<file path="src/rtl/multi_pi_controller.sv">
// Time-multiplexed incremental PI speed controller for N_CH motor channels.
// One shared multiplier; each channel takes FETCH/MUL_P/MUL_I/UPDATE, then all outputs commit together.
module multi_pi_controller #(
  parameter int N_CH    = 4,
  parameter int WIDTH   = 16,
  parameter int FRAC    = 8,
  parameter int GAIN_W  = 16,
  parameter int PWM_MAX = 200,
  parameter int PWM_MIN = 5
) (
  input  logic                    CLOCK_50,
  input  logic                    RESET_N,
  input  logic                    sample_tick,
  input  logic [N_CH*WIDTH-1:0]   error_in,
  input  logic [N_CH-1:0]         ch_en,
  input  logic [GAIN_W-1:0]       kp,
  input  logic [GAIN_W-1:0]       ki,
  input  logic                    clr_ovr,
  output logic [N_CH*8-1:0]       pwm_out,
  output logic [N_CH-1:0]         dir_out,
  output logic [N_CH-1:0]         sat_out,
  output logic                    busy,
  output logic                    done,
  output logic                    overrun
);

  localparam int DW = WIDTH + 1;
  localparam int PW = GAIN_W + 1 + DW;
  localparam int SW = WIDTH + GAIN_W + 3;
  localparam int CW = (N_CH > 1) ? $clog2(N_CH) : 1;
  localparam logic signed [SW-1:0] U_MAX = SW'(PWM_MAX * (2 ** FRAC));

  typedef enum logic [2:0] {IDLE, FETCH, MUL_P, MUL_I, UPDATE, COMMIT} state_t;

  state_t                   state_q;
  logic [CW-1:0]            ch_q;
  logic signed [WIDTH-1:0]  err_snap_q [N_CH];
  logic [N_CH-1:0]          en_snap_q;
  logic [GAIN_W-1:0]        kp_q;
  logic [GAIN_W-1:0]        ki_q;
  logic signed [WIDTH-1:0]  ek_q;
  logic signed [DW-1:0]     d_q;
  logic signed [SW-1:0]     p_q;
  logic signed [SW-1:0]     i_q;
  logic signed [SW-1:0]     u_q [N_CH];
  logic signed [WIDTH-1:0]  eprev_q [N_CH];
  logic [N_CH*8-1:0]        sh_pwm_q;
  logic [N_CH-1:0]          sh_dir_q;
  logic [N_CH-1:0]          sh_sat_q;
  logic [N_CH*8-1:0]        pwm_q;
  logic [N_CH-1:0]          dir_q;
  logic [N_CH-1:0]          sat_q;
  logic                     busy_q;
  logic                     done_q;
  logic                     ovr_q;

  logic signed [WIDTH-1:0]  fetch_e;
  logic signed [DW-1:0]     fetch_d;
  logic [GAIN_W-1:0]        mul_a;
  logic signed [DW-1:0]     mul_b;
  logic signed [PW-1:0]     prod;
  logic signed [PW-1:0]     prod_sh;
  logic signed [SW-1:0]     mul_res;
  logic signed [SW-1:0]     sum;
  logic signed [SW-1:0]     u_new;
  logic                     clamp;
  logic [SW-1:0]            mag;
  logic [SW-1:0]            int_part;
  logic [7:0]               pwm_new;
  logic                     dir_new;
  logic                     ch_on;
  logic                     last_ch;
  logic [N_CH*8-1:0]        sh_pwm_d;
  logic [N_CH-1:0]          sh_dir_d;
  logic [N_CH-1:0]          sh_sat_d;

  // Shared datapath: the multiplier serves kp*d in MUL_P and ki*e in MUL_I.
  always_comb begin
    fetch_e  = err_snap_q[ch_q];
    fetch_d  = DW'(fetch_e) - DW'(eprev_q[ch_q]);
    mul_a    = (state_q == MUL_P) ? kp_q : ki_q;
    mul_b    = (state_q == MUL_P) ? d_q : DW'(ek_q);
    prod     = PW'($signed({1'b0, mul_a})) * PW'(mul_b);
    prod_sh  = prod >>> FRAC;
    mul_res  = SW'(prod_sh);
    ch_on    = en_snap_q[ch_q];
    last_ch  = (ch_q == CW'(N_CH - 1));

    sum   = u_q[ch_q] + p_q + i_q;
    clamp = 1'b0;
    u_new = sum;
    if (sum > U_MAX) begin
      u_new = U_MAX;
      clamp = 1'b1;
    end else if (sum < -U_MAX) begin
      u_new = -U_MAX;
      clamp = 1'b1;
    end

    mag      = u_new[SW-1] ? -u_new : u_new;
    int_part = mag >> FRAC;
    pwm_new  = '0;
    dir_new  = 1'b0;
    if (int_part > SW'(PWM_MIN)) begin
      pwm_new = (int_part > SW'(255)) ? 8'hFF : int_part[7:0];
      dir_new = u_new[SW-1];
    end

    sh_pwm_d = sh_pwm_q;
    sh_dir_d = sh_dir_q;
    sh_sat_d = sh_sat_q;
    sh_pwm_d[int'(ch_q)*8 +: 8] = ch_on ? pwm_new : 8'h00;
    sh_dir_d[ch_q]              = ch_on & dir_new;
    sh_sat_d[ch_q]              = ch_on & clamp;
  end

  // Sweep sequencer; outputs are copied from the shadow set only on the edge into COMMIT.
  always_ff @(posedge CLOCK_50 or negedge RESET_N) begin
    if (!RESET_N) begin
      state_q   <= IDLE;
      ch_q      <= '0;
      en_snap_q <= '0;
      kp_q      <= '0;
      ki_q      <= '0;
      ek_q      <= '0;
      d_q       <= '0;
      p_q       <= '0;
      i_q       <= '0;
      sh_pwm_q  <= '0;
      sh_dir_q  <= '0;
      sh_sat_q  <= '0;
      pwm_q     <= '0;
      dir_q     <= '0;
      sat_q     <= '0;
      busy_q    <= 1'b0;
      done_q    <= 1'b0;
      ovr_q     <= 1'b0;
      for (int c = 0; c < N_CH; c++) begin
        u_q[c]        <= '0;
        eprev_q[c]    <= '0;
        err_snap_q[c] <= '0;
      end
    end else begin
      done_q <= 1'b0;
      if (sample_tick && (state_q != IDLE))
        ovr_q <= 1'b1;
      else if (clr_ovr)
        ovr_q <= 1'b0;

      case (state_q)
        IDLE: begin
          if (sample_tick) begin
            for (int c = 0; c < N_CH; c++)
              err_snap_q[c] <= error_in[c*WIDTH +: WIDTH];
            en_snap_q <= ch_en;
            kp_q      <= kp;
            ki_q      <= ki;
            ch_q      <= '0;
            busy_q    <= 1'b1;
            state_q   <= FETCH;
          end
        end
        FETCH: begin
          ek_q    <= fetch_e;
          d_q     <= fetch_d;
          state_q <= MUL_P;
        end
        MUL_P: begin
          p_q     <= mul_res;
          state_q <= MUL_I;
        end
        MUL_I: begin
          i_q     <= mul_res;
          state_q <= UPDATE;
        end
        UPDATE: begin
          u_q[ch_q]     <= ch_on ? u_new : '0;
          eprev_q[ch_q] <= ch_on ? ek_q : '0;
          sh_pwm_q      <= sh_pwm_d;
          sh_dir_q      <= sh_dir_d;
          sh_sat_q      <= sh_sat_d;
          if (last_ch) begin
            pwm_q   <= sh_pwm_d;
            dir_q   <= sh_dir_d;
            sat_q   <= sh_sat_d;
            done_q  <= 1'b1;
            busy_q  <= 1'b0;
            state_q <= COMMIT;
          end else begin
            ch_q    <= ch_q + CW'(1);
            state_q <= FETCH;
          end
        end
        COMMIT: state_q <= IDLE;
        default: state_q <= IDLE;
      endcase
    end
  end

  assign pwm_out = pwm_q;
  assign dir_out = dir_q;
  assign sat_out = sat_q;
  assign busy    = busy_q;
  assign done    = done_q;
  assign overrun = ovr_q;

endmodule

</file>
<file path="config.mk">
export PLATFORM = sky130hd
export DESIGN_NAME = multi_pi_controller
export DESIGN_NICKNAME = d
export VERILOG_FILES = /design/src/rtl/multi_pi_controller.sv
export SDC_FILE = /design/constraint.sdc
export NUM_CORES = 2
export LEC_CHECK = 0
export ABC_AREA = 1
export CAP_MARGIN = 0
export CORE_MARGIN = 4
export CORE_UTILIZATION = 62
export CTS_CLUSTER_DIAMETER = 30
export CTS_CLUSTER_SIZE = 14
export DETAILED_ROUTE_END_ITERATION = 8
export PLACE_DENSITY = 0.81
export SKIP_LAST_GASP = 1
export SLEW_MARGIN = 10
export SYNTH_ARGS = -nofsm -noshare
export SYNTH_HDL_FRONTEND = slang
export SYNTH_SLANG_ARGS = --single-unit
</file>
<file path="constraint.sdc">
create_clock -name CLOCK_50 -period 9 [get_ports CLOCK_50]
set_input_delay 1.8 -clock CLOCK_50 [delete_from_list [all_inputs] [get_ports CLOCK_50]]
set_output_delay 1.8 -clock CLOCK_50 [all_outputs]
set_load 0.02 [all_outputs]
</file>
==> results.py <==
metrics = {
    "worst_setup_path": {
        "path_class": "flip-flop to flip-flop",
        "startpoint_type": "flip-flop",
        "worst_path_dominant_cell_family": "adder cells",
        "critPathMaxFanout": 42,
        "worstPathRequired_ns": 9.51,
        "r2r_start": "state_q[1]",
        "worst_path_max_delay_cell": "fa_1",
        "cpPeakStageDelay_ns": 0.53,
        "reg2reg_to": "p_q[18]",
        "reg2reg_slack_ns": 1.04,
        "rr_worst_depth": 32,
        "path_buf_inv": 8,
        "worstPathArrival_ns": 8.47,
        "cpMostUsedCell": "inv_1",
        "end_kind": "flip-flop",
    },
    "worst_hold_path": {
        "hp-class": "flip-flop to flip-flop",
        "worstHoldEndpoint": "err_snap_q[30]",
        "holdPathStages": 2,
        "holdCritStartpoint": "err_snap_q[30]",
    },
    "routing": {
        "vias": 29300,
        "wl_met2_um": 42600,
        "drc": 0,
        "wl_um": 91600,
        "wl_per_cell_um": 17.9,
        "drtAntennaViolNets": 0,
        "wl_met1_um": 38800,
        "firstDrtPassIters": 7,
        "drt_iter0_markers": 2566,
        "vias_per_cell": 5.73,
        "dr.max_layer_used": "met4",
        "dr_wl_met3_um": 7590,
    },
    "layout": {
        "fillers": 3998,
        "layout-drive-gt1-share_pct": 6.39,
        "multiInputGateArea_um2": 19000,
        "regArea_um2": 11900,
        "final_area_um2": 38700,
        "nets": 4885,
        "synthToLayoutAreaGrowth_pct": 15.7,
        "diodes": 0,
    },
    "cts": {
        "cts.clk_slew.worst_paths_ns": 0.05,
        "cts_buffers": 89,
        "post_cts_resized": 0,
        "cts_setup_buffers": 0,
        "clk_latency_ns": 0.64,
        "htreeDepth": 3,
        "clockBufferDepth": 3,
        "cts_hold_buf": 0,
        "cts_tree": "yes",
        "cts_root_buffer": "clkbuf_16",
        "cts_sinks": 475,
    },
    "floorplanning": {
        "die_w_um": 240,
        "core_um2": 53000,
        "rows": 84,
        "pin_count": 147,
        "dieArea_um2": 57700,
        "floorplan.initialDensity_pct": 63.1,
        "fp.dieH_um": 240,
    },
    "synth": {
        "synth_common_cells": "nand2_1 (1456), inv_1 (479), dfrtp_1 (475), nor2_1 (340), o21ai_0 (320)",
        "synth_enable_flop_cells": 0,
        "syn_nets": 4773,
        "syn_inst": 4246,
        "yosys_most_used_dff": "dfrtp_1",
        "synth-seq-area-share_pct": 35.5,
        "yosysMostFrequentCell": "nand2_1",
        "synth-seq-cells": 475,
        "syn_area_per_cell_um2": 7.88,
        "ys_types": 60,
        "synthesis.area_um2": 33400,
        "yosys.area.top_type_share_pct": 35.5,
        "ys_top_cells_by_area": "dfrtp_1 (36%), nand2_1 (16%), fa_1 (15%)",
        "ys_warn_count": 0,
        "async_flop_share_pct": 100,
        "yosysTopAreaCell": "dfrtp_1",
    },
    "timing": {
        "fin_crit_sh_pct": 88.4,
        "tns_ns": 0,
        "setup_viol": 0,
        "rsz0062_at_grt": "false",
        "slew_viol_final": 0,
        "fin_crit_ns": 7.96,
        "max_slew.worst_pin.slew_ns": 1.18,
        "fmax_ghz": 0.126,
        "finalHoldViolations": 0,
        "slew_headroom_pct": 21.3,
        "finClkSkew_ns": 0.0391,
    },
    "grt": {
        "antenna_found_initial": 0,
        "grt_usage_pct": 32.1,
        "grt_start_max_net_pins": 174,
        "gr-total-overflow": 0,
        "grt_pass1_wl_um": 149000,
        "grt_pass1_vias": 28900,
    },
    "placement": {
        "place_hpwl_um": 63900,
        "portBuffers": 146,
        "placed_area_um2": 35500,
        "place_congestion": 1.01,
    },
    "status": {
        "status": "finished, final reports clean",
    },
    "job": {
        "maxCapViolations": 0,
    },
}
## cells in the final DEF (no fill, tap or decap), types with 13 or more instances in the layout
cell type / synthesis / layout
clkinv_2: 0 / 13
fa_1: 244 / 244
a21oi_1: 107 / 107
a32o_1: 15 / 15
clkinvlp_4: 0 / 13
clkdlybuf4s50_1: 0 / 145
nand3_1: 131 / 130
xnor2_1: 15 / 15
nor2_1: 340 / 340
inv_1: 479 / 475
a2bb2oi_1: 15 / 15
nand2_1: 1456 / 1454
xor2_1: 20 / 20
ha_1: 179 / 179
nand4_1: 22 / 22
o22ai_1: 49 / 49
o21a_1: 23 / 23
clkbuf_16: 0 / 91
buf_4: 1 / 54
or2_2: 16 / 16
dfrtp_1: 475 / 473
o21ai_0: 320 / 320
o21ai_1: 27 / 27
nor3_1: 14 / 13
## routing by layer
| metal | vias to the layer above | GRT usage [%] |
|---|---|---|
| met5 | - | 0 |
| met4 | 0 | 9.65 |
| met3 | 201 | 6.21 |
| met2 | 1280 | 50.1 |
| met1 | 14300 | 46.2 |
| li1 | 13600 | - |
## tightest hold or removal path, cell delays in order, from the launching register on
cell and delay, ns:
dfrtp_1 0.33, nand2_1 0.05, nand2_1 0.05
## how the worst max path moves through the flow
| stage | slack, ns | cells past startpoint | startpoint | endpoint |
|---|---|---|---|---|
| final | 1.04 | 32 | state_q[1] | p_q[18] |
| after global routing | 0.59 | 30 | state_q[1] | i_q[25] |
| after CTS | 1.05 | 30 | state_q[1] | i_q[25] |
| after detailed placement | 1.12 | 32 | state_q[1] | p_q[18] |
| after global placement | 1.27 | 32 | state_q[1] | i_q[12] |
| after floorplan | 2.25 | 27 | state_q[2] | i_q[25] |
## registers in the layout, indices dropped and copies added, names as in the netlist, 2 cells and up
| name | cells |
|---|---|
| ki_q | 16 |
| ek_q | 16 |
| p_q | 26 |
| sh_pwm_q | 32 |
| eprev_q | 64 |
| state_q | 3 |
| ch_q | 2 |
| sat_out | 4 |
| dir_out | 4 |
| sh_dir_q | 3 |
| i_q | 26 |
| d_q | 17 |
| en_snap_q | 4 |
| kp_q | 16 |
| u_q | 140 |
| err_snap_q | 64 |
| pwm_out | 32 |
| sh_sat_q | 3 |
## logic make-up (layout without fill, tap and decap cells)
group,after synthesis,count (layout),share of synthesized area [%]
and+or+nand+nor,2021,2021,24.0
buffers and inverters,679,862,7.69
AOI/OAI and AO/OA,608,608,10.4
DFF,475,475,35.5
adders and majority gates,423,423,21.3
xor gates and xnor gates,36,36,0.999
muxes,4,4,0.120
## metrics by stage
stage,utilization (%),worst slack [ns],std cells,hold slack [ns]
after global routing,73.0,0.591,5117,0.489
after global placement,67.1,1.27,4955,0.456
after CTS,73.0,1.05,5117,0.474
after detailed placement,67.1,1.12,4955,0.460
final,73.0,1.04,5117,0.474
after floorplan,-,2.25,4246,0.441
## area by class of cell
class / count / area share, %
Timing Repair Buffer: 201 / 4.89
Tap cell: 688 / 2.23
Multi-Input combinational cell: 3092 / 49.2
Inverter: 499 / 4.86
Clock buffer: 106 / 6.34
Sequential cell: 475 / 30.7
Clock inverter: 56 / 1.77
Power is left out: the tool's default activity adds up to more than one toggle a clock period on the data nets, which glitch-free logic cannot reach.
